[config.mk]
export PLATFORM = sky130hd
export DESIGN_NAME = multicycle_ctrl_flat
export DESIGN_NICKNAME = d
export VERILOG_FILES = /design/src/rtl/ctrl_pkg.sv /design/src/rtl/multicycle_ctrl_if.sv /design/src/rtl/mem_wait_cnt.sv /design/src/rtl/multicycle_ctrl.sv /design/src/flat_wrapper.sv
export SDC_FILE = /design/constraint.sdc
export NUM_CORES = 1
export LEC_CHECK = 0
export CORE_MARGIN = 2
export CORE_UTILIZATION = 41
export CTS_CLUSTER_SIZE = 14
export DETAILED_ROUTE_END_ITERATION = 10
export GPL_ROUTABILITY_DRIVEN = 1
export PLACE_DENSITY = 0.83
export SYNTH_ARGS = -nofsm -noshare
export SYNTH_HDL_FRONTEND = slang
export SYNTH_SLANG_ARGS = --single-unit
[constraint.sdc]
create_clock -name CLK -period 2.1 [get_ports CLK]
set_input_delay 0.21 -clock CLK [delete_from_list [all_inputs] [get_ports CLK]]
set_output_delay 0.21 -clock CLK [all_outputs]
set_load 0.02 [all_outputs]
[src/rtl/ctrl_pkg.sv]
// ctrl_pkg: shared definitions for the multicycle RISC-V control unit.
// Holds the 4-bit state codes, the opcode/funct3/funct7 constants,
// the ALU_SELECTOR and ALU_SRCB encodings, and a helper that maps an
// R-type funct3/funct7 pair to its ALU operation.
package ctrl_pkg;

    // State codes; these values are visible on SAIDA_ESTADO.
    typedef logic [3:0] state_t;
    localparam state_t ST_RST    = 4'd0;
    localparam state_t ST_FETCH  = 4'd1;
    localparam state_t ST_DECODE = 4'd2;
    localparam state_t ST_R_EXEC = 4'd3;
    localparam state_t ST_I_EXEC = 4'd4;
    localparam state_t ST_ADDR   = 4'd5;
    localparam state_t ST_MEM_RD = 4'd6;
    localparam state_t ST_MEM_WR = 4'd7;
    localparam state_t ST_WB_ALU = 4'd8;
    localparam state_t ST_WB_MEM = 4'd9;
    localparam state_t ST_BRANCH = 4'd10;
    localparam state_t ST_HALT   = 4'd15;

    // Major opcodes understood by the control unit.
    localparam logic [6:0] OP_R   = 7'b0110011;
    localparam logic [6:0] OP_I   = 7'b0010011;
    localparam logic [6:0] OP_LD  = 7'b0000011;
    localparam logic [6:0] OP_SD  = 7'b0100011;
    localparam logic [6:0] OP_BEQ = 7'b1100011;
    localparam logic [6:0] OP_BNE = 7'b1100111;
    localparam logic [6:0] OP_SYS = 7'b1110011;

    localparam logic [2:0] F3_ADD  = 3'b000;
    localparam logic [2:0] F3_AND  = 3'b111;
    localparam logic [6:0] F7_BASE = 7'b0000000;
    localparam logic [6:0] F7_SUB  = 7'b0100000;

    typedef enum logic [2:0] {
        ALU_NOP = 3'b000,
        ALU_ADD = 3'b001,
        ALU_SUB = 3'b010,
        ALU_AND = 3'b011
    } alu_op_t;

    typedef enum logic [1:0] {
        SRCB_REG    = 2'b00,
        SRCB_FOUR   = 2'b01,
        SRCB_IMM    = 2'b10,
        SRCB_IMM_SH = 2'b11
    } srcb_t;

    // ALU_NOP flags an R-type funct combination the datapath cannot execute.
    function automatic alu_op_t r_alu_op(input logic [2:0] f3, input logic [6:0] f7);
        alu_op_t op;
        op = ALU_NOP;
        if (f3 == F3_ADD && f7 == F7_BASE)      op = ALU_ADD;
        else if (f3 == F3_ADD && f7 == F7_SUB)  op = ALU_SUB;
        else if (f3 == F3_AND && f7 == F7_BASE) op = ALU_AND;
        return op;
    endfunction

endpackage

[src/rtl/multicycle_ctrl_if.sv]
// multicycle_ctrl_if: bundle between the control unit and the datapath.
//   Datapath -> control : IR6_0, IR14_12, IR31_25, Igual
//   Control -> datapath : mux selects, register loads, memory strobe,
//                         SAIDA_ESTADO, HALT, ERR
// The master modport is the control unit, the slave modport the datapath.
interface multicycle_ctrl_if;
    logic [6:0]  IR6_0;
    logic [2:0]  IR14_12;
    logic [6:0]  IR31_25;
    logic        Igual;
    logic        ALU_SRCA;
    logic [1:0]  ALU_SRCB;
    logic [2:0]  ALU_SELECTOR;
    logic        PC_WRITE;
    logic        PC_SRC;
    logic        IR_WIRE;
    logic        LOAD_A;
    logic        LOAD_B;
    logic        LOAD_ALU_OUT;
    logic        LOAD_MDR;
    logic        MUX_MR_WIRE;
    logic        DMEM_RW;
    logic        BANCO_WIRE;
    logic [15:0] SAIDA_ESTADO;
    logic        HALT;
    logic        ERR;

    modport master (
        input  IR6_0, IR14_12, IR31_25, Igual,
        output ALU_SRCA, ALU_SRCB, ALU_SELECTOR, PC_WRITE, PC_SRC, IR_WIRE,
               LOAD_A, LOAD_B, LOAD_ALU_OUT, LOAD_MDR, MUX_MR_WIRE, DMEM_RW,
               BANCO_WIRE, SAIDA_ESTADO, HALT, ERR
    );

    modport slave (
        output IR6_0, IR14_12, IR31_25, Igual,
        input  ALU_SRCA, ALU_SRCB, ALU_SELECTOR, PC_WRITE, PC_SRC, IR_WIRE,
               LOAD_A, LOAD_B, LOAD_ALU_OUT, LOAD_MDR, MUX_MR_WIRE, DMEM_RW,
               BANCO_WIRE, SAIDA_ESTADO, HALT, ERR
    );
endinterface

[src/rtl/mem_wait_cnt.sv]
// mem_wait_cnt: memory latency counter shared by instruction fetch and data read.
//   clk, rst : clock and synchronous active-high reset
//   clr      : return the count to zero
//   inc      : advance the count by one
//   done     : count has reached MEM_WAIT (memory data is valid this cycle)
module mem_wait_cnt #(
    parameter int MEM_WAIT = 1
) (
    input  logic clk,
    input  logic rst,
    input  logic clr,
    input  logic inc,
    output logic done
);
    logic [2:0] count;

    always_ff @(posedge clk) begin
        if (rst || clr)
            count <= 3'd0;
        else if (inc)
            count <= count + 3'd1;
    end

    assign done = (count == 3'(MEM_WAIT));
endmodule

[src/rtl/multicycle_ctrl.sv]
// multicycle_ctrl: control FSM for the multicycle 64-bit RISC-V datapath.
//   CLK, RESET : clock and synchronous active-high reset
//   bus        : master side of multicycle_ctrl_if (instruction fields and
//                Igual in; every datapath strobe, state code, HALT, ERR out)
// MEM_WAIT is the number of extra cycles memory needs before Dataout is valid.
module multicycle_ctrl
    import ctrl_pkg::*;
#(
    parameter int MEM_WAIT = 1
) (
    input logic CLK,
    input logic RESET,
    multicycle_ctrl_if.master bus
);
    state_t  state;
    state_t  next_state;
    logic    err_q;
    logic    set_err;
    logic    cnt_clr;
    logic    cnt_inc;
    logic    cnt_done;
    alu_op_t r_op;
    logic    branch_cond;

    mem_wait_cnt #(.MEM_WAIT(MEM_WAIT)) u_wait (
        .clk  (CLK),
        .rst  (RESET),
        .clr  (cnt_clr),
        .inc  (cnt_inc),
        .done (cnt_done)
    );

    assign r_op        = r_alu_op(bus.IR14_12, bus.IR31_25);
    assign branch_cond = (bus.IR6_0 == OP_BEQ) ? bus.Igual : !bus.Igual;

    // State and the sticky error flag; ERR only ever sets on the way into HALT.
    always_ff @(posedge CLK) begin
        if (RESET) begin
            state <= ST_RST;
            err_q <= 1'b0;
        end else begin
            state <= next_state;
            if (set_err)
                err_q <= 1'b1;
        end
    end

    // Strobe decode and next-state logic. Everything is forced low while
    // RESET is high so a reset landing mid-instruction never leaks a strobe.
    always_comb begin
        next_state       = state;
        set_err          = 1'b0;
        cnt_clr          = 1'b1;
        cnt_inc          = 1'b0;
        bus.ALU_SRCA     = 1'b0;
        bus.ALU_SRCB     = SRCB_REG;
        bus.ALU_SELECTOR = ALU_NOP;
        bus.PC_WRITE     = 1'b0;
        bus.PC_SRC       = 1'b0;
        bus.IR_WIRE      = 1'b0;
        bus.LOAD_A       = 1'b0;
        bus.LOAD_B       = 1'b0;
        bus.LOAD_ALU_OUT = 1'b0;
        bus.LOAD_MDR     = 1'b0;
        bus.MUX_MR_WIRE  = 1'b0;
        bus.DMEM_RW      = 1'b0;
        bus.BANCO_WIRE   = 1'b0;
        bus.SAIDA_ESTADO = 16'd0;
        bus.HALT         = 1'b0;
        bus.ERR          = 1'b0;
        if (!RESET) begin
            bus.SAIDA_ESTADO = {12'd0, state};
            bus.ERR          = err_q;
            case (state)
                ST_RST: next_state = ST_FETCH;
                ST_FETCH: begin
                    cnt_clr = cnt_done;
                    cnt_inc = !cnt_done;
                    if (cnt_done) begin
                        bus.IR_WIRE      = 1'b1;
                        bus.ALU_SRCB     = SRCB_FOUR;
                        bus.ALU_SELECTOR = ALU_ADD;
                        bus.LOAD_ALU_OUT = 1'b1;
                        next_state       = ST_DECODE;
                    end
                end
                ST_DECODE: begin
                    // PC takes the PC+4 latched in FETCH while ALU_OUT is
                    // overwritten with the branch target from the old PC.
                    bus.PC_WRITE     = 1'b1;
                    bus.PC_SRC       = 1'b1;
                    bus.LOAD_A       = 1'b1;
                    bus.LOAD_B       = 1'b1;
                    bus.ALU_SRCB     = SRCB_IMM_SH;
                    bus.ALU_SELECTOR = ALU_ADD;
                    bus.LOAD_ALU_OUT = 1'b1;
                    case (bus.IR6_0)
                        OP_R:          next_state = ST_R_EXEC;
                        OP_I:          next_state = ST_I_EXEC;
                        OP_LD, OP_SD:  next_state = ST_ADDR;
                        OP_BEQ, OP_BNE: next_state = ST_BRANCH;
                        OP_SYS:        next_state = ST_HALT;
                        default: begin
                            next_state = ST_HALT;
                            set_err    = 1'b1;
                        end
                    endcase
                end
                ST_R_EXEC: begin
                    if (r_op == ALU_NOP) begin
                        next_state = ST_HALT;
                        set_err    = 1'b1;
                    end else begin
                        bus.ALU_SRCA     = 1'b1;
                        bus.ALU_SELECTOR = r_op;
                        bus.LOAD_ALU_OUT = 1'b1;
                        next_state       = ST_WB_ALU;
                    end
                end
                ST_I_EXEC: begin
                    if (bus.IR14_12 != F3_ADD) begin
                        next_state = ST_HALT;
                        set_err    = 1'b1;
                    end else begin
                        bus.ALU_SRCA     = 1'b1;
                        bus.ALU_SRCB     = SRCB_IMM;
                        bus.ALU_SELECTOR = ALU_ADD;
                        bus.LOAD_ALU_OUT = 1'b1;
                        next_state       = ST_WB_ALU;
                    end
                end
                ST_ADDR: begin
                    bus.ALU_SRCA     = 1'b1;
                    bus.ALU_SRCB     = SRCB_IMM;
                    bus.ALU_SELECTOR = ALU_ADD;
                    bus.LOAD_ALU_OUT = 1'b1;
                    if (bus.IR6_0 == OP_LD)
                        next_state = ST_MEM_RD;
                    else if (bus.IR6_0 == OP_SD)
                        next_state = ST_MEM_WR;
                    else begin
                        next_state = ST_HALT;
                        set_err    = 1'b1;
                    end
                end
                ST_MEM_RD: begin
                    cnt_clr = cnt_done;
                    cnt_inc = !cnt_done;
                    if (cnt_done) begin
                        bus.LOAD_MDR = 1'b1;
                        next_state   = ST_WB_MEM;
                    end
                end
                ST_MEM_WR: begin
                    bus.DMEM_RW = 1'b1;
                    next_state  = ST_FETCH;
                end
                ST_WB_ALU: begin
                    bus.BANCO_WIRE = 1'b1;
                    next_state     = ST_FETCH;
                end
                ST_WB_MEM: begin
                    bus.BANCO_WIRE  = 1'b1;
                    bus.MUX_MR_WIRE = 1'b1;
                    next_state      = ST_FETCH;
                end
                ST_BRANCH: begin
                    bus.ALU_SRCA     = 1'b1;
                    bus.ALU_SELECTOR = ALU_SUB;
                    bus.PC_SRC       = 1'b1;
                    bus.PC_WRITE     = branch_cond;
                    next_state       = ST_FETCH;
                end
                ST_HALT: bus.HALT = 1'b1;
                default: begin
                    next_state = ST_HALT;
                    set_err    = 1'b1;
                end
            endcase
        end
    end
endmodule

[src/flat_wrapper.sv]
// flat-port wrapper written by rule: the top's interface ports become plain ports
module multicycle_ctrl_flat import ctrl_pkg::*;
#(
    parameter int MEM_WAIT = 1
)
  (CLK, RESET, bus_IR6_0, bus_IR14_12, bus_IR31_25, bus_Igual, bus_ALU_SRCA, bus_ALU_SRCB, bus_ALU_SELECTOR, bus_PC_WRITE, bus_PC_SRC, bus_IR_WIRE, bus_LOAD_A, bus_LOAD_B, bus_LOAD_ALU_OUT, bus_LOAD_MDR, bus_MUX_MR_WIRE, bus_DMEM_RW, bus_BANCO_WIRE, bus_SAIDA_ESTADO, bus_HALT, bus_ERR);
  multicycle_ctrl_if bus_i ();
  input logic CLK;
  input logic RESET;
  input wire logic [$bits(bus_i.IR6_0)-1:0] bus_IR6_0;
  input wire logic [$bits(bus_i.IR14_12)-1:0] bus_IR14_12;
  input wire logic [$bits(bus_i.IR31_25)-1:0] bus_IR31_25;
  input wire logic [$bits(bus_i.Igual)-1:0] bus_Igual;
  output wire logic [$bits(bus_i.ALU_SRCA)-1:0] bus_ALU_SRCA;
  output wire logic [$bits(bus_i.ALU_SRCB)-1:0] bus_ALU_SRCB;
  output wire logic [$bits(bus_i.ALU_SELECTOR)-1:0] bus_ALU_SELECTOR;
  output wire logic [$bits(bus_i.PC_WRITE)-1:0] bus_PC_WRITE;
  output wire logic [$bits(bus_i.PC_SRC)-1:0] bus_PC_SRC;
  output wire logic [$bits(bus_i.IR_WIRE)-1:0] bus_IR_WIRE;
  output wire logic [$bits(bus_i.LOAD_A)-1:0] bus_LOAD_A;
  output wire logic [$bits(bus_i.LOAD_B)-1:0] bus_LOAD_B;
  output wire logic [$bits(bus_i.LOAD_ALU_OUT)-1:0] bus_LOAD_ALU_OUT;
  output wire logic [$bits(bus_i.LOAD_MDR)-1:0] bus_LOAD_MDR;
  output wire logic [$bits(bus_i.MUX_MR_WIRE)-1:0] bus_MUX_MR_WIRE;
  output wire logic [$bits(bus_i.DMEM_RW)-1:0] bus_DMEM_RW;
  output wire logic [$bits(bus_i.BANCO_WIRE)-1:0] bus_BANCO_WIRE;
  output wire logic [$bits(bus_i.SAIDA_ESTADO)-1:0] bus_SAIDA_ESTADO;
  output wire logic [$bits(bus_i.HALT)-1:0] bus_HALT;
  output wire logic [$bits(bus_i.ERR)-1:0] bus_ERR;
  assign bus_i.IR6_0 = bus_IR6_0;
  assign bus_i.IR14_12 = bus_IR14_12;
  assign bus_i.IR31_25 = bus_IR31_25;
  assign bus_i.Igual = bus_Igual;
  assign bus_ALU_SRCA = bus_i.ALU_SRCA;
  assign bus_ALU_SRCB = bus_i.ALU_SRCB;
  assign bus_ALU_SELECTOR = bus_i.ALU_SELECTOR;
  assign bus_PC_WRITE = bus_i.PC_WRITE;
  assign bus_PC_SRC = bus_i.PC_SRC;
  assign bus_IR_WIRE = bus_i.IR_WIRE;
  assign bus_LOAD_A = bus_i.LOAD_A;
  assign bus_LOAD_B = bus_i.LOAD_B;
  assign bus_LOAD_ALU_OUT = bus_i.LOAD_ALU_OUT;
  assign bus_LOAD_MDR = bus_i.LOAD_MDR;
  assign bus_MUX_MR_WIRE = bus_i.MUX_MR_WIRE;
  assign bus_DMEM_RW = bus_i.DMEM_RW;
  assign bus_BANCO_WIRE = bus_i.BANCO_WIRE;
  assign bus_SAIDA_ESTADO = bus_i.SAIDA_ESTADO;
  assign bus_HALT = bus_i.HALT;
  assign bus_ERR = bus_i.ERR;
  multicycle_ctrl #(.MEM_WAIT(MEM_WAIT)) u_core (.CLK(CLK), .RESET(RESET), .bus(bus_i));
endmodule
-- Yosys cells after proc, flatten, opt, wreduce, memory -nomap -nowiden
Index checks and enable logic that the tools add are counted.
- register bits after elaboration: 8
- latch bits: 0
- memory bits (writable): 0
- bits in read-only memories: 0
- bits of input ports: 20
- word-level logic and storage cells: 109
- memories: 0
- add/sub/neg operators: 1
- multiply operators: 0
- divide/modulo/power cells: 0
- order comparisons: 0
- equality and inequality tests: 23
- shift operators: 0
- mux-type cells: 59
- bitwise gates (word level): 1
- reductions and logical operators: 22
- operator list (operator ; count):
    2-to-1 mux 1 bit ; 37
    one-hot mux 4 bit (8 select lines) ; 1
    == test 7 x 6 -> 1 bit (second input constant) ; 3
    == test 7 bit (second input constant) ; 3
    2-to-1 mux 4 bit ; 5
    2-to-1 mux 3 bit ; 6
    == test 4 x 3 -> 1 bit (second input constant) ; 4
    == test 4 bit (second input constant) ; 4
    one-hot mux 4 bit (4 select lines) ; 1
    one-hot mux 3 bit (5 select lines) ; 1
    OR reduction 2 bit ; 7
    == test 4 x 2 -> 1 bit (second input constant) ; 2
    one-hot mux 2 bit (4 select lines) ; 1
    OR reduction 8 bit ; 1
    == test 7 x 2 -> 1 bit (second input constant) ; 1
    == test 7 x 5 -> 1 bit (second input constant) ; 1
    logical NOT 7 bit ; 1
    OR reduction 7 bit ; 1
    logical NOT 3 bit ; 2
    2-to-1 mux 2 bit ; 3
    one-hot mux 1 bit (5 select lines) ; 1
    OR reduction 5 bit ; 1
    == test 4 x 1 -> 1 bit (second input constant) ; 1
    logical NOT 4 bit ; 1
    13 further kinds ; 17

-- Depth between registers and ports, before layout
Gate-level depths: netlist (run 1).
- depth in word-level cells: 9
- depth in mapped cells: 6
- mapped depth without buffers: 6

-- Hierarchy
From an unflattened synthesis (run 1), not the netlist that was laid out.
- cells, all modules: 156
- area total of the unflattened synthesis: 1109.8 um^2
- modules (own cells, without submodules) (module ; times used ; cells an instance ; area each (um^2)):
    multicycle_ctrl ; 1 ; 142 ; 962.2
    mem_wait_cnt ; 1 ; 14 ; 147.6

-- Least setup slack after synthesis (run 1)
OpenSTA, ideal clock, no wires.
- kind: register to output
- start point: register u_core.u_wait.count[0]
- end point: output bus_ALU_SELECTOR[0]
- arrival: 1.751 ns
- data required time: 1.890 ns
- slack: 0.139 ns
- stages on the path, launching flop included: 6
- buffers on the path: 0
- path through: dfxtp_1 ha_1 nor2b_1 a21oi_1 a211o_1 a211oi_1
- longest elaborated chain between the ends: 4
- ends and longest elaborated chain (what ; RTL line ; RTL):
    from (decl) ; mem_wait_cnt.sv:15 ; logic [2:0] count;
    from (signal assigned) ; mem_wait_cnt.sv:21 ; count <= count + 3'd1;
    == test 3 x 1 -> 1 bit ; mem_wait_cnt.sv:24 ; assign done = (count == 3'(MEM_WAIT));
    2-to-1 mux 1 bit ; multicycle_ctrl.sv:79 ; if (cnt_done) begin
    one-hot mux 3 bit (5 select lines) ; multicycle_ctrl.sv:74 ; case (state)
    2-to-1 mux 3 bit ; multicycle_ctrl.sv:71 ; if (!RESET) begin
    to (decl) ; flat_wrapper.sv:16 ; output wire logic [$bits(bus_i.ALU_SELECTOR)-1:0] bus_ALU_SELECTOR;
No other way between the ends.

-- Worst setup path in the final report (run 1)
- start point: register u_core.state[0]
- end point: output bus_PC_SRC
- longest elaborated chain between the ends: 4
- ends and longest elaborated chain (what ; RTL line ; RTL):
    from (decl) ; multicycle_ctrl.sv:15 ; state_t state;
    from (signal assigned) ; multicycle_ctrl.sv:42 ; state <= next_state;
    == test 4 bit / == test 4 x 2 -> 1 bit (equally long branches) ; multicycle_ctrl.sv:74 ;
    OR reduction 2 bit (no source line) (*) ; -- ;
    2-to-1 mux 1 bit (*) ; multicycle_ctrl.sv:74 ;
    2-to-1 mux 1 bit (*) ; multicycle_ctrl.sv:71 ;
    to (decl) ; flat_wrapper.sv:18 ; output wire logic [$bits(bus_i.PC_SRC)-1:0] bus_PC_SRC;
Mark *: on every way between the ends. The rest lies on a longest branch, timed or not.

==> results.yml, run 1 <==
die:
  fp-row-count: 18
  dieArea_sq_um: 3140
  die_x_microns: 56
  initial_utilization: 0.439
  die_y_microns: 56
  num_io_pins: 54
  core_area_sq_um: 2520
yosys:
  synth_cells: 151
  synth_top_family_by_area: "simple AND/OR/NAND/NOR gates"
  synthArstFlopShare: 0
  ys.warnings.count: 0
  synth_xor_xnor_area_share: 0.0237
  synth_compound_area_frac: 0.249
  synth_fa_ha_area_frac: 0.0226
  syn_area_sq_um: 1110
  muxShareOfSynthArea: 0.00903
  synth_seq_area_share: 0.144
  avgSynthCellArea_sq_um: 7.34
  synth-edff-count: 0
  synthFlopType: "dfxtp_1"
  synthSimpleGateAreaFrac: 0.380
  ys_types: 52
  synth-seq-cells: 8
final_layout:
  fill_cells: 238
  syn_to_final_growth_pct: 52.1
  diodes: 0
  post-route-util: 0.669
  regArea_sq_um: 163
  drive_above_1_share: 0.260
  layout_common_cells: "buf_4, clkdlybuf4s50_1, conb_1, nor2_1, a21oi_1"
  fin_nets: 239
  multi_input_area_sq_um: 831
  final_common_cell: "buf_4"
clocking:
  cts_made_buffers: 3
  h-tree-depth: 1
  clk_transition_reported_paths_ps: 50
  cts_sinks: 8
  cts_root_buffer: "clkbuf_4"
  clock_path_buffers: 2
  clk-insertion-delay-late_ps: 260
  cts_tree: "built"
global_route:
  grt_use_total: 0.201
  grt_max_degree: 21
  grt_remaining_overflow: 0
  antenna_found_initial: 0
  grt_pass1_vias: 1202
  grt_pass1_wl_microns: 5180
worst_setup_path:
  cp-start-kind: "register"
  startpoint: "u_core.state[0]"
  r2r_start: "u_core.u_wait.count[1]"
  end_kind: "output pin"
  reg2reg_slack_ps: 550
  r2r_cells: 7
  reg2reg_to: "u_core.state[1]"
  endpoint: "bus_PC_SRC"
  worstPathMaxFanout: 13
  cp_data_required_time_ps: 1890
  arrival_ps: 1760
  crit_type: "reg -> out"
timing:
  rsz0062_at_grt: "false"
  fin_crit_ps: 1970
  finalMaxSlewViolations: 0
  period_share: 0.939
  fin_hold_ws_ps: 525
  finClkSkew_ps: 11.8
  setup-violations-final: 0
  hold_viol: 0
  fmaxAchievable_mhz: 507
power_and_ir_drop:
  peakVddDrop_uv: 574
  p_leak_nw: 0.794
  fin_total_pwr_mw: 1.49
  powerDensity_nw_per_um2: 882
route:
  wl_per_cell_microns: 13.6
  drt-pass1-iter-count: 4
  drc: 0
  antenna_left: 0
  routed_wl_microns: 3340
  vias: 1356
  drt_iter0_drc: 39
  viasPerCell: 5.53
placed_design:
  dp_hpwl_microns: 2740
  gp_congestion: 0.907
  portBuffers: 40
worst_hold_path:
  worstHoldPathType: "reg -> reg"
  min-delay-start: "u_core.err_q"
flow_run:
  cap_violations: 0
outcome:
  status: "finished, final reports clean"
## metrics by stage
| stage | setup WS, ps | TNS (ps) | area, sq um | instances |
|---|---|---|---|---|
| 2_1_floorplan | 139 | 0 | 1150 | 163 |
| 3_5_place_dp | -321 | -1340 | 1670 | 242 |
| 4_1_cts | 3.33 | 0 | 1680 | 245 |
| 3_3_place_gp | -258 | -886 | 1670 | 242 |
| 5_1_grt | 5.53 | 0 | 1690 | 245 |
| 6_report | 129 | 0 | 1690 | 245 |
## layer usage
metal  GRT usage  up-vias  share of wire
li1            -      654              -
met2       0.370       80           0.50
met1       0.226      609           0.38
met5           0        -              0
met4      0.0918        0          0.031
met3      0.0256       13          0.088
## layout make-up
cell class | count | share of cell area
sequential | 8 | 0.0964
tap | 30 | 0.0223
multi-input combinational | 127 | 0.493
inverter | 5 | 0.0111
timing repair buffer | 72 | 0.364
clock buffer | 3 | 0.0134
## worst max-delay path, cell delays in order (launching register included)
cell and delay [ps]:
dfxtp_2 390, or4_1 580, buf_4 180, inv_1 40, dlygate4sd2_1 320
## state kept, by name, indices dropped and copies added (netlist names)
register             flops
u_core.err_q             1
u_core.state             4
u_core.u_wait.count      3
## cell usage after synthesis (all sizes together) (2+ instances only)
cell | instances | area, sq um
a2bb2oi | 2 | 17.5
nand3 | 5 | 25.0
ha | 2 | 25.0
o21a | 3 | 22.5
dfxtp | 8 | 160
a2111oi | 2 | 23.8
nor2b | 5 | 31.3
and2 | 2 | 12.5
nand2b | 7 | 43.8
nor4 | 2 | 12.5
or3 | 3 | 18.8
and4b | 2 | 20.0
o211ai | 3 | 22.5
nor3b | 2 | 20.0
a21oi | 11 | 55.1
a221oi | 2 | 17.5
nand3b | 2 | 15.0
nand2 | 9 | 36.3
a221o | 2 | 20.0
o21ai | 5 | 25.0
nor2 | 12 | 45.0
nor4b | 2 | 32.5
inv | 5 | 18.8
buf | 22 | 163
nor3 | 10 | 65.1
a31oi | 2 | 12.5
xnor2 | 2 | 17.5
or2 | 3 | 18.8
## timing repair
| action | CTS | global route |
|---|---|---|
| resized for setup | 20 | 16 |
| buffers inserted | 0 | 0 |
| cloned | 0 | 0 |
| setup endpoints to repair | 16 | 10 |
| hold buffers | 0 | 0 |
## where the power goes
part	internal, mW	total [mW]	switching (mW)
logic	0.527	1.07	0.543
registers	0.202	0.295	0.0925
clock network	0.0657	0.122	0.0567
total	0.795	1.49	0.692
## how the worst min path moves through the flow
stage,endpoint,slack [ps],cells past startpoint
CTS,u_core.u_wait.count[0],530,2
floorplan,u_core.state[3],410,2
detailed placement,u_core.u_wait.count[0],520,2
global route,u_core.u_wait.count[0],550,2
finish,u_core.err_q,530,2
global placement,u_core.u_wait.count[0],500,2
## cell families after synthesis
kind of cell | after synthesis
buf+inv | 28
xor+xnor | 3
fa+ha+maj | 2
compound gates | 39
flops | 8
mux | 1
simple gates | 69
other cells | 1
(Power assumes the default switching activity.)
==> run 2: changes to the inputs <==
--- a/config.mk
+++ b/config.mk
@@ -10,6 +10,7 @@
 export CTS_CLUSTER_SIZE = 14
 export DETAILED_ROUTE_END_ITERATION = 10
 export GPL_ROUTABILITY_DRIVEN = 1
+export MAX_ROUTING_LAYER = met4
 export PLACE_DENSITY = 0.83
 export SYNTH_ARGS = -nofsm -noshare
 export SYNTH_HDL_FRONTEND = slang
==> run 2 against run 1 <==
Routed wire length rose by 0.69%. Clock skew up 1.9 ps. Non-clock buffer count did not move. Largest power group unchanged. Via count hardly changed. Critical endpoint unchanged. Critical path depth unchanged. Register-to-register slack about the same. Global-route usage grew 0.70 points. First-iteration DRC count is 36% higher.
==> results.yml, run 2 (synthesized netlist as in run 1, its figures left out) <==
outcome:
  status: "finished, final reports clean"
placed_design:
  placed_area_sq_um: 1670
  portBuffers: 40
  dp_hpwl_microns: 2740
  gp_congestion: 0.923
  dp.cells: 242
timing:
  finClkSkew_ps: 13.7
  setup-violations-final: 0
  period_share: 0.938
  rsz0062_at_grt: "false"
  hold_viol: 0
  finalMaxSlewViolations: 0
  fin_crit_ps: 1970
  fmaxAchievable_mhz: 508
global_route:
  grt_pass1_vias: 1193
  grt_remaining_overflow: 0
  grt_use_total: 0.208
  grt_max_degree: 21
  grt_pass1_wl_microns: 5190
  antenna_found_initial: 0
route:
  routed_wl_microns: 3370
  antenna_left: 0
  vias: 1355
  drt-pass1-iter-count: 4
  drc: 0
  wl_per_cell_microns: 13.7
  drt_iter0_drc: 53
  viasPerCell: 5.53
power_and_ir_drop:
  seqPwrFrac: 0.198
  clkPwrFrac: 0.082
  p_leak_nw: 0.794
  fin_total_pwr_mw: 1.49
  peakVddDrop_uv: 577
  internal_power_uw: 795
  sw_frac_of_total: 0.466
  power_frac_comb: 0.720
  powerDensity_nw_per_um2: 883
  power_switching_uw: 694
worst_setup_path:
  crit_type: "reg -> out"
  worstPathMaxFanout: 13
  end_kind: "output pin"
  arrival_ps: 1760
  cp_data_required_time_ps: 1890
  cp-start-kind: "register"
clocking:
  clock_path_buffers: 2
  cts_sinks: 8
  cts_setup_buffers: 0
  cts_made_buffers: 3
  cts_root_buffer: "clkbuf_4"
  clk_transition_reported_paths_ps: 50
  clk-insertion-delay-late_ps: 260
  cts_tree: "built"
  h-tree-depth: 1
  holdBufCountCts: 0
final_layout:
  syn_to_final_growth_pct: 52.1
  fin_area_sq_um: 1690
  largest_reg_flops: 4
  fin_nets: 239
  finalNonFillerCells: 245
  layout_common_cells: "buf_4, clkdlybuf4s50_1, conb_1, nor2_1, a21oi_1"
  reg_top3: "u_core.state (4), u_core.u_wait.count (3), u_core.err_q (1)"
  top_register: "u_core.state"
  drive_above_1_share: 0.260
  final_common_cell: "buf_4"
  fill_cells: 238
  diodes: 0
  post-route-util: 0.669
die:
  core_area_sq_um: 2520
  num_io_pins: 54
  initial_utilization: 0.439
  dieArea_sq_um: 3140
  fp-row-count: 18
  die_x_microns: 56
  die_y_microns: 56
worst_hold_path:
  worstHoldPathType: "reg -> reg"
flow_run:
  cap_violations: 0
## run 2: cell counts in the layout (fill, tap and decap cells not counted)
Identical to the previous run, type by type.
## run 2: per-layer routing
layer,share of wire,vias up,wire length [microns],track usage
met5,0,-,0,-
met4,0.035,0,117,0.0918
met3,0.074,20,249,0.0326
met2,0.50,81,1680,0.370
met1,0.39,602,1320,0.226
li1,-,652,-,-
## run 2: worst max-delay path, cell delays in order (launching register included)
cell and delay (ps):
dfxtp_2 400, or4_1 580, buf_4 180, inv_1 40, dlygate4sd2_1 320
## run 2: area by class of cell
type,count,area (sq um),area share
repair buffers,72,614,0.364
well taps,30,37.5,0.0223
flip-flops and latches,8,163,0.0964
multi-input cells,127,831,0.493
clock buffers,3,22.5,0.0134
inverters,5,18.8,0.0111
## run 2: path summary, 6_finish.rpt
check	depth (start not counted)	from	slack, ps	to
min	2	u_core.err_q	530	u_core.err_q
max	4	u_core.state[0]	130	bus_PC_SRC
max reg2reg	7	u_core.u_wait.count[1]	560	u_core.state[1]
min reg2reg	2	u_core.err_q	530	u_core.err_q
## run 2: what timing repair did
| action | CTS | global route |
|---|---|---|
| pin swaps | 0 | 0 |
| resized for setup | 20 | 16 |
| setup endpoints to repair | 16 | 10 |
| endpoints found under the hold margin | 0 | 0 |
## run 2: metrics by stage
step	TNS, ps	worst slack, ps	hold slack [ps]
6_report	0	130	525
5_1_grt	0	0.309	553
4_1_cts	0	3.33	531
3_5_place_dp	-1340	-321	524
3_3_place_gp	-886	-258	502
2_1_floorplan	0	139	411
## run 2: power groups by stage
stage | Clock, mW | Combinational [mW] | Sequential [mW]
final | 0.122 | 1.07 | 0.295
after global placement | 0 | 1.04 | 0.286
after floorplan | 0 | 0.722 | 0.246
after detailed placement | 0 | 1.08 | 0.290
after CTS | 0.123 | 1.06 | 0.291
after global routing | 0.134 | 1.14 | 0.305
==> run 3: changes to the inputs <==
--- a/config.mk
+++ b/config.mk
@@ -12,6 +12,7 @@
 export GPL_ROUTABILITY_DRIVEN = 1
 export MAX_ROUTING_LAYER = met4
 export PLACE_DENSITY = 0.83
+export SLEW_MARGIN = 5
 export SYNTH_ARGS = -nofsm -noshare
 export SYNTH_HDL_FRONTEND = slang
 export SYNTH_SLANG_ARGS = --single-unit
==> results of run 3 <==
Final layout, timing and power as in run 2 (identical DEF).
==> RTL change (settings of run 2) <==
Reset style: asynchronous (`RESET`), changed in one clocked block. Comments in the files are not updated.
--- a/src/rtl/multicycle_ctrl.sv
+++ b/src/rtl/multicycle_ctrl.sv
@@ -34,7 +34,7 @@
     assign branch_cond = (bus.IR6_0 == OP_BEQ) ? bus.Igual : !bus.Igual;
 
     // State and the sticky error flag; ERR only ever sets on the way into HALT.
-    always_ff @(posedge CLK) begin
+    always_ff @(posedge CLK or posedge RESET) begin
         if (RESET) begin
             state <= ST_RST;
             err_q <= 1'b0;
Check against the original RTL: same outputs for any inputs over 10 cycles, from zero or initial values and one cycle with RESET high; that may be too few to reach the edited logic, so the function may still have changed.
==> RTL change against run 2 <==
Core utilization grew 0.22 points; routed wire length shrank 0.51%; non-clock buffer count is the same; sequential cell count is the same; area after synthesis shrank 8.6%; sequential share of layout area grew 2.0 points; via count shrank 5.2%; cell area shrank 4.2%; power shrank 6.5%; die area shrank 8.0%; worst setup slack lost 0.070 ns; critical endpoint is now bus_ALU_SRCA; largest power group unchanged.
==> RTL change: results (changes against run 2) <==
\begin{tabular}{lr}
\hline
Metric & Value \\
\hline
\multicolumn{2}{l}{\textbf{Logic synthesis}} \\
Ranking of synthesized cells by area & sky130\_fd\_sc\_hd\_\_dfrtp\_1, sky130\_fd\_sc\_hd\_\_buf\_4, sky130\_fd\_sc\_hd\_\_nor2\_1 \\
Asr flop ratio synth & 62.5\% (+63 points) \\
Most instantiated cells after synthesis & sky130\_fd\_sc\_hd\_\_nor2\_1, sky130\_fd\_sc\_hd\_\_buf\_4, sky130\_fd\_sc\_hd\_\_a21oi\_1, sky130\_fd\_sc\_hd\_\_nand2\_1, sky130\_fd\_sc\_hd\_\_nor2b\_1 \\
Synth Instances & 146 (-3.3\%) \\
Count of cell types in the netlist & 43 (-17\%) \\
Top FF cell, synth & sky130\_fd\_sc\_hd\_\_dfrtp\_1 \\
\multicolumn{2}{l}{\textbf{Global routing}} \\
First-pass GRT wire length & 5350 um (+3.2\%) \\
Maximum number of pins on one net before global-route repair & 20 (-4.8\%) \\
\multicolumn{2}{l}{\textbf{Power}} \\
Leakage power & 0.000754 uW (-5.1\%) \\
Max rail drop VDD & 0.811 mV (+41\%) \\
\multicolumn{2}{l}{\textbf{Placed design}} \\
Post-placement setup slack & -0.263 ns (+0.0571 ns) \\
Placed instance count & 239 (-1.2\%) \\
Detailed Place HPWL & 2760 um (+0.85\%) \\
Placed inst area & 1610 um2 (-3.3\%) \\
Count of buffers from port buffering & 40 (unchanged) \\
Placer congestion estimate & 0.920 (-0.34\%) \\
\multicolumn{2}{l}{\textbf{Worst setup path}} \\
Data arrival at the endpoint of the critical path & 1.83 ns (+0.07 ns) \\
Cell type of the slowest stage on the worst timing path & sky130\_fd\_sc\_hd\_\_dfrtp\_2 \\
Max incr delay on CP & 0.49 ns (-0.09 ns) \\
Register-to-Register Path Depth & 6 (-1) \\
Crit path max-delay family & flip-flops \\
Maximum fanout along the worst path & 12 (-1) \\
\multicolumn{2}{l}{\textbf{Worst hold path}} \\
Worst min-delay path class & input port to asynchronous set/reset pin \\
\multicolumn{2}{l}{\textbf{Routing}} \\
Number of vias per cell after detailed routing & 5.28 (-4.5\%) \\
Number of violations reported at the end of detailed-routing iteration 0 & 17 (-68\%) \\
Vias after detailed routing & 1284 (-5.2\%) \\
Post-detailed-route wirelength per cell & 13.8 um (+0.31\%) \\
\multicolumn{2}{l}{\textbf{Timing}} \\
Worst clock skew & 0.00404 ns (-0.00968 ns) \\
\multicolumn{2}{l}{\textbf{Cells and area}} \\
Share of post-route cells with drive strength above 1 & 23.0\% (-3.0 points) \\
Net count of the finished layout & 236 (-1.3\%) \\
\multicolumn{2}{l}{\textbf{Status}} \\
Result of the run & completed \\
\hline
\end{tabular}
==> RTL change: cell types whose count changed after synthesis, sizes merged, moves of 4 or more <==
cell / delta
dfxtp: -5
dfrtp: +5
nor2: +6
buf: -4
==> RTL change: per-stage QoR <==
stage	power, uW	utilization, %	TNS (ns)
after floorplan	831	-	0
after global placement	1230	66.8	-1.08
after detailed placement	1260	66.8	-1.43
after CTS	1390	67.4	0
after global routing	1500	67.1	0
final	1390	67.1	0
==> RTL change: worst register-to-register path: stages (launching register included) <==
cell	delay, ns
sky130_fd_sc_hd__dfrtp_2	0.46
sky130_fd_sc_hd__buf_4	0.18
sky130_fd_sc_hd__nand2_1	0.20
sky130_fd_sc_hd__o22ai_1	0.13
sky130_fd_sc_hd__a21oi_1	0.20
sky130_fd_sc_hd__nand3_1	0.15
sky130_fd_sc_hd__o32a_1	0.37
==> RTL change: worst paths after layout <==
kind | slack [ns] | endpoint | start
worst max-delay path | 0.06 | bus_ALU_SRCA | u_core.state[0]
worst min-delay path | 0.43 | u_core.state[2] | RESET
worst max register to register | 0.29 | u_core.state[0] | u_core.state[2]
worst min register to register | 0.46 | u_core.u_wait.count[0] | u_core.u_wait.count[0]
max in group asynchronous | 1.53 | u_core.state[0] | RESET
min in group CLK | 0.46 | u_core.u_wait.count[0] | u_core.u_wait.count[0]
==> RTL change: area by class of cell <==
class	instances	area [um2]
flip-flops and latches	8	189
fillers	215	793
repair buffers	72	624
inverters	7	26.3
multi-input cells	122	713
well taps	30	37.5
clock buffers	4	26.3
==> RTL change: cell families after synthesis <==
family | share of synthesized area (%)
adders and majority gates | 2.47
and+or+nand+nor | 36.0
xor gates and xnor gates | 2.59
buffers and inverters | 16.3
AOI/OAI and AO/OA | 24.0
other | 0.370
DFF | 18.3
==> RTL change: routing by layer <==
metal | wire, um | track usage, % | vias to the layer above
li1 | - | - | 632
met5 | 0 | - | -
met4 | 79 | 14.1 | 0
met2 | 1710 | 43.7 | 36
met1 | 1440 | 30.6 | 606
met3 | 121 | 1.94 | 10
==> RTL change: report_power, final <==
group	switching (uW)	internal [uW]	leakage [uW]
Clock	47.3	72.3	0.0000150
Sequential	86.7	205	0.0000730
Combinational	503	477	0.000666
Total	637	755	0.000754
==> RTL change: what timing repair did <==
item | in CTS | in global routing
pin swaps | 0 | 0
setup endpoints to repair | 14 | 7
resized for setup | 18 | 11
buffers inserted | 0 | 0
